**config.mk**
```make
export PLATFORM = sky130hd
export DESIGN_NAME = ex_muldiv_unit
export DESIGN_NICKNAME = d
export VERILOG_FILES = /design/src/rtl/pipeline_pkg.sv /design/src/rtl/muldiv_div_iter.sv /design/src/rtl/ex_muldiv_unit.sv
export SDC_FILE = /design/constraint.sdc
export NUM_CORES = 2
export LEC_CHECK = 0
export ABC_CLOCK_PERIOD_IN_PS = 11950
export CAP_MARGIN = 20
export CORE_UTILIZATION = 60
export CTS_CLUSTER_SIZE = 20
export DETAILED_ROUTE_END_ITERATION = 7
export HOLD_SLACK_MARGIN = 0.15
export PLACE_DENSITY = 0.89
export SYNTH_ARGS = -nofsm -noshare
export SYNTH_HDL_FRONTEND = slang
export SYNTH_SLANG_ARGS = --single-unit
export TNS_END_PERCENT = 10
```
**constraint.sdc**
```tcl
create_clock -name clk -period 11.95 [get_ports clk]
set_input_delay 2.39 -clock clk [delete_from_list [all_inputs] [get_ports clk]]
set_output_delay 2.39 -clock clk [all_outputs]
set_load 0.05 [all_outputs]
```
**src/rtl/pipeline_pkg.sv**
```systemverilog
// Shared types and constants for the EX-stage multiply/divide unit.
package pipeline_pkg;

  localparam int MULDIV_XLEN    = 32;
  localparam int MULDIV_DIV_LAT = MULDIV_XLEN + 1;

  typedef enum logic [2:0] {
    OP_MUL    = 3'b000,
    OP_MULH   = 3'b001,
    OP_MULHSU = 3'b010,
    OP_MULHU  = 3'b011,
    OP_DIV    = 3'b100,
    OP_DIVU   = 3'b101,
    OP_REM    = 3'b110,
    OP_REMU   = 3'b111
  } muldiv_op_e;

  typedef enum logic [1:0] {
    ST_IDLE = 2'd0,
    ST_MUL  = 2'd1,
    ST_DIV  = 2'd2,
    ST_DONE = 2'd3
  } muldiv_state_e;

endpackage

```
**src/rtl/muldiv_div_iter.sv**
```systemverilog
// Iterative restoring radix-2 unsigned divider, one quotient bit per cycle.
// quotient/remainder show the values after the current step, so they are
// final in the cycle where last is high.
module muldiv_div_iter #(
  parameter int XLEN = 32
) (
  input  logic            clk,
  input  logic            reset,
  input  logic            load,
  input  logic [XLEN-1:0] dividend,
  input  logic [XLEN-1:0] divisor,
  output logic [XLEN-1:0] quotient,
  output logic [XLEN-1:0] remainder,
  output logic            busy,
  output logic            last
);

  localparam int CW = $clog2(XLEN);

  logic [XLEN-1:0] rem_q, quo_q, div_q;
  logic [CW-1:0]   cnt_q;
  logic            busy_q;
  logic [XLEN:0]   trial;
  logic [XLEN-1:0] rem_d, quo_d;

  // One trial subtraction of the shifted partial remainder.
  always_comb begin
    trial = {rem_q, quo_q[XLEN-1]} - {1'b0, div_q};
    rem_d = trial[XLEN] ? {rem_q[XLEN-2:0], quo_q[XLEN-1]} : trial[XLEN-1:0];
    quo_d = {quo_q[XLEN-2:0], ~trial[XLEN]};
  end

  // Iteration registers; a load restarts the divider at any time.
  always_ff @(posedge clk or posedge reset) begin
    if (reset) begin
      rem_q  <= '0;
      quo_q  <= '0;
      div_q  <= '0;
      cnt_q  <= '0;
      busy_q <= 1'b0;
    end else if (load) begin
      rem_q  <= '0;
      quo_q  <= dividend;
      div_q  <= divisor;
      cnt_q  <= CW'(XLEN - 1);
      busy_q <= 1'b1;
    end else if (busy_q) begin
      rem_q <= rem_d;
      quo_q <= quo_d;
      cnt_q <= cnt_q - 1'b1;
      if (cnt_q == '0) busy_q <= 1'b0;
    end
  end

  assign quotient  = quo_d;
  assign remainder = rem_d;
  assign busy      = busy_q;
  assign last      = busy_q && (cnt_q == '0);

endmodule

```
**src/rtl/ex_muldiv_unit.sv**
```systemverilog
// RV32M multiply/divide unit for the EX stage. Holds the pipeline with
// stall while an operation runs and pulses done for one cycle with the
// registered result.
//
// state | meaning
// IDLE  | waiting for start; accepts and latches operands
// MUL   | one-cycle 33x33 signed multiply, result registered
// DIV   | iterating the unsigned divider on operand magnitudes
// DONE  | result valid (done=1), start ignored, back to IDLE
module ex_muldiv_unit
  import pipeline_pkg::*;
#(
  parameter int XLEN = MULDIV_XLEN
) (
  input  logic            clk,
  input  logic            reset,
  input  logic            start,
  input  logic [2:0]      funct3,
  input  logic [XLEN-1:0] src_a,
  input  logic [XLEN-1:0] src_b,
  input  logic [4:0]      rd_in,
  input  logic            flush,
  output logic            stall,
  output logic            done,
  output logic [XLEN-1:0] result,
  output logic [4:0]      rd_out
);

  muldiv_state_e   state_q, state_d;
  muldiv_op_e      op_q, op_d;
  logic [XLEN-1:0] a_q, a_d, b_q, b_d, result_q, result_d;
  logic [4:0]      rd_q, rd_d;
  logic            q_neg_q, q_neg_d, r_neg_q, r_neg_d;

  logic            accept, in_div, in_signed, in_rem, b_zero, ovf, div_load;
  logic [XLEN-1:0] abs_a, abs_b, div_quo, div_rem, div_res;
  logic            div_busy, div_last;
  logic signed [XLEN:0]     mul_a, mul_b;
  logic signed [2*XLEN+1:0] prod;
  logic [XLEN-1:0] mul_res;
  logic            unused_ok;

  // Decode of the incoming instruction and divide special cases.
  always_comb begin
    accept    = (state_q == ST_IDLE) && start && !flush;
    in_div    = funct3[2];
    in_signed = !funct3[0];
    in_rem    = funct3[1];
    b_zero    = (src_b == '0);
    ovf       = in_signed && (src_a == {1'b1, {(XLEN-1){1'b0}}}) && (src_b == '1);
    abs_a     = (in_signed && src_a[XLEN-1]) ? -src_a : src_a;
    abs_b     = (in_signed && src_b[XLEN-1]) ? -src_b : src_b;
    div_load  = accept && in_div && !b_zero && !ovf;
  end

  muldiv_div_iter #(.XLEN(XLEN)) u_div (
    .clk       (clk),
    .reset     (reset),
    .load      (div_load),
    .dividend  (abs_a),
    .divisor   (abs_b),
    .quotient  (div_quo),
    .remainder (div_rem),
    .busy      (div_busy),
    .last      (div_last)
  );

  // Multiplier on latched operands, plus sign fix-up of divider outputs.
  always_comb begin
    mul_a   = {(op_q == OP_MULH || op_q == OP_MULHSU) && a_q[XLEN-1], a_q};
    mul_b   = {(op_q == OP_MULH) && b_q[XLEN-1], b_q};
    prod    = mul_a * mul_b;
    mul_res = (op_q == OP_MUL) ? prod[XLEN-1:0] : prod[2*XLEN-1:XLEN];
    if (op_q == OP_REM || op_q == OP_REMU)
      div_res = r_neg_q ? -div_rem : div_rem;
    else
      div_res = q_neg_q ? -div_quo : div_quo;
  end

  assign unused_ok = ^{prod[2*XLEN+1:2*XLEN], div_busy};

  // Next-state and result selection.
  always_comb begin
    state_d  = state_q;
    op_d     = op_q;
    a_d      = a_q;
    b_d      = b_q;
    rd_d     = rd_q;
    q_neg_d  = q_neg_q;
    r_neg_d  = r_neg_q;
    result_d = result_q;
    case (state_q)
      ST_IDLE: begin
        if (accept) begin
          op_d    = muldiv_op_e'(funct3);
          a_d     = src_a;
          b_d     = src_b;
          rd_d    = rd_in;
          q_neg_d = in_signed && (src_a[XLEN-1] ^ src_b[XLEN-1]);
          r_neg_d = in_signed && src_a[XLEN-1];
          if (!in_div) begin
            state_d = ST_MUL;
          end else if (b_zero) begin
            result_d = in_rem ? src_a : '1;
            state_d  = ST_DONE;
          end else if (ovf) begin
            result_d = in_rem ? '0 : {1'b1, {(XLEN-1){1'b0}}};
            state_d  = ST_DONE;
          end else begin
            state_d = ST_DIV;
          end
        end
      end
      ST_MUL: begin
        if (flush) begin
          state_d = ST_IDLE;
        end else begin
          result_d = mul_res;
          state_d  = ST_DONE;
        end
      end
      ST_DIV: begin
        if (flush) begin
          state_d = ST_IDLE;
        end else if (div_last) begin
          result_d = div_res;
          state_d  = ST_DONE;
        end
      end
      ST_DONE: state_d = ST_IDLE;
      default: state_d = ST_IDLE;
    endcase
  end

  // State and datapath registers.
  always_ff @(posedge clk or posedge reset) begin
    if (reset) begin
      state_q  <= ST_IDLE;
      op_q     <= OP_MUL;
      a_q      <= '0;
      b_q      <= '0;
      rd_q     <= '0;
      q_neg_q  <= 1'b0;
      r_neg_q  <= 1'b0;
      result_q <= '0;
    end else begin
      state_q  <= state_d;
      op_q     <= op_d;
      a_q      <= a_d;
      b_q      <= b_d;
      rd_q     <= rd_d;
      q_neg_q  <= q_neg_d;
      r_neg_q  <= r_neg_d;
      result_q <= result_d;
    end
  end

  assign stall  = accept || (state_q == ST_MUL) || (state_q == ST_DIV);
  assign done   = (state_q == ST_DONE) && !flush;
  assign result = result_q;
  assign rd_out = rd_q;

endmodule
```
==> out/qor.csv <==
metric;value;unit
outcome;finished, final reports clean;
htreeDepth;1;
die_x;299;microns
placed_cell_area;54900;sq um
routed_wl;156;mm
core;87200;sq um
cts_resized;0;
synth_area;53000;sq um
final_nets;7455;
grt_use_total;0.360;
port-buffer-count;114;
layout_commonest_cell;inv_1;
cp_max_fo;31;
critical_path_class;register to register;
drc;0;
layout-drive-gt1-share;0.0316;
path_clk_slew;0.06;ns
worst_pin_slew;1.16;ns
period_share;0.804;
cts_sinks;210;
final_util;0.641;
synth_edf_count;0;
postCtsSetupBuffers;0;
crit_path_end_kind;register;
rsz0062_at_grt;no;
drt_iter0_markers;4571;
pin_count;115;
routedWlPerCell;21.8;microns
start_kind;register;
globalplace.congestion;1.04;
cpPeakStageDelay;0.77;ns
cts_made_buffers;25;
finalSetupTns;0;ns
grt_max_degree;106;
placement_rows;108;
async_reset_ff_frac;1.00;
place_ws;2.40;ns
avgSynthCellArea;8.67;sq um
initial_core_util;0.608;
critPathBufInv;8;
grt_pass1_vias;47658;
drt-vias-per-instance;6.10;
synth-seq-area-share;0.0991;
grt_antenna_before_repair;8;
slew_viol_final;0;
ant_nets;0;
yosysWarnings;0;
grt_pass1_wl;253;mm
fin_area;55900;sq um
cts_tree;done;
layout-area-overhead-vs-synth;5.36;%
worst_ep_arrival_time;10.02;ns
fin_crit;9.60;ns
syn_nets;7572;
cpMostUsedCell;fa_1;
synth.ff_latch_count;210;
die_h;299;microns
final_cell_mix;1240 x inv_1, 1177 x nand2_1, 1126 x fa_1, 320 x and2_1, 255 x ha_1;
max-cap-violations;0;
num_vias;43744;
critical_path_required;12.37;ns
slowest_stage;fa_1;
synth_cells;6115;
relSlewSlack;0.206;
finalHoldViolations;0;
timing.fmax;104;MHz
clockBufferDepth;3;
synth_cell_type_count;96;
setup_ws;2.35;ns
hold_class;register to register;
clock_skew;0.0153;ns
setup_violations;0;
grt_overflow;0;
dieArea;89500;sq um
path_delay_family;adder cells;
clkLatencyLatePin;0.55;ns
firstDrtPassIters;7;
dpl.hpwl;122;mm
root_buffer;clkbuf_16;
synthFlopType;dfrtp_1;
cts_hold_buf;0;
==> sequential cells by signal, indices dropped and copies added (netlist names) <==
signal and count:
u_div.quo_q 32, state_q 2, q_neg_q 1, u_div.cnt_q 5
result 32, a_q 32, u_div.busy 1, op_q 3
rd_out 5, u_div.div_q 32, r_neg_q 1, b_q 32
u_div.rem_q 32
==> per-stage QoR <==
step	hold slack [ns]	std cells
finish	0.476	7177
global route	0.497	7174
CTS	0.477	7169
detailed placement	0.464	7123
global placement	0.460	7123
floorplan	0.487	6115
==> worst reg2reg max path: cells and delay by family, from the launching register on <==
kind	cells	cell delay (ns)
AO/OA/AOI/OAI	9	1.71
XOR/XNOR	1	0.24
adder cells (fa/ha/maj)	9	4.95
buffers and inverters	8	1.50
flip-flops	1	0.47
multiplexers	1	0.16
AND/OR/NAND/NOR	4	0.45
==> cells by family (layout without fill, tap and decap cells) <==
group	count (synthesis)	in the layout	synth area share
simple gates	1958	1958	0.167
fa+ha+maj	1381	1381	0.485
buf+inv	1580	1482	0.113
compound gates	699	699	0.0857
xor+xnor	218	218	0.0360
mux	69	69	0.0138
other cells	0	5	0
flops	210	210	0.0991
==> layer usage <==
layer / wire length [microns] / share of wire / vias to the layer above / track usage
met5: 63 / 0.00040 / - / 0
met4: 11400 / 0.073 / 10 / 0.219
met3: 18800 / 0.12 / 846 / 0.100
met2: 72300 / 0.46 / 2899 / 0.573
met1: 53800 / 0.34 / 21741 / 0.438
li1: - / - / 18248 / -
==> cell usage after synthesis, drive strengths merged, types with 6 or more instances <==
| cell type | n | area share |
|---|---|---|
| and2 | 320 | 0.038 |
| o211ai | 25 | 0.0036 |
| o2111ai | 9 | 0.0016 |
| xor2 | 102 | 0.017 |
| inv | 1241 | 0.088 |
| nand3 | 33 | 0.0032 |
| ha | 255 | 0.060 |
| o41ai | 14 | 0.0027 |
| a221oi | 9 | 0.0016 |
| o221ai | 9 | 0.0015 |
| a31oi | 24 | 0.0028 |
| nand4 | 20 | 0.0024 |
| or3 | 25 | 0.0030 |
| nand2b | 36 | 0.0043 |
| xnor2 | 116 | 0.019 |
| or4 | 13 | 0.0019 |
| o21bai | 11 | 0.0016 |
| o31ai | 30 | 0.0042 |
| nor2b | 21 | 0.0025 |
| a21o | 51 | 0.0072 |
| a311oi | 9 | 0.0015 |
| or2 | 14 | 0.0017 |
| nor2 | 186 | 0.013 |
| o21ai | 224 | 0.021 |
| o211a | 6 | 0.0011 |
| clkbuf | 314 | 0.022 |
| nor3 | 56 | 0.0056 |
| mux2i | 64 | 0.013 |
| nor4 | 13 | 0.0019 |
| a211oi | 38 | 0.0059 |
| fa | 1126 | 0.43 |
| and3 | 18 | 0.0021 |
| o22ai | 6 | 0.00083 |
| o21a | 19 | 0.0027 |
| dfrtp | 210 | 0.099 |
| buf | 24 | 0.0026 |
| a21oi | 162 | 0.016 |
| nand2 | 1177 | 0.083 |
==> final timing paths <==
kind                                       start                endpoint  slack [ns]  depth (start not counted)
setup / recovery             op_q[1]$_DFFE_PP0P_  result[30]$_DFFE_PP0P_        2.35                         32
hold / removal             rd_out[0]$_DFFE_PP0P_   rd_out[0]$_DFFE_PP0P_        0.48                          2
setup reg to reg             op_q[1]$_DFFE_PP0P_  result[30]$_DFFE_PP0P_        2.35                         32
hold reg to reg            rd_out[0]$_DFFE_PP0P_   rd_out[0]$_DFFE_PP0P_        0.48                          2
max in group asynchronous                  reset     b_q[31]$_DFFE_PP0P_        8.00                          3
min in group asynchronous                  reset      b_q[6]$_DFFE_PP0P_        2.37                          2
==> cell type report <==
cell class / instances / area [sq um]
multi-input cells: 4325 / 41800
fillers: 6700 / 31300
flip-flops and latches: 210 / 5260
inverters: 1242 / 4670
repair buffers: 194 / 1780
well taps: 1155 / 1450
clock buffers: 30 / 664
clock inverters: 16 / 220
diodes: 5 / 12.5
Power is not shown: default switching activity piles up to over one toggle a cycle in this logic, so the estimate is an artifact.
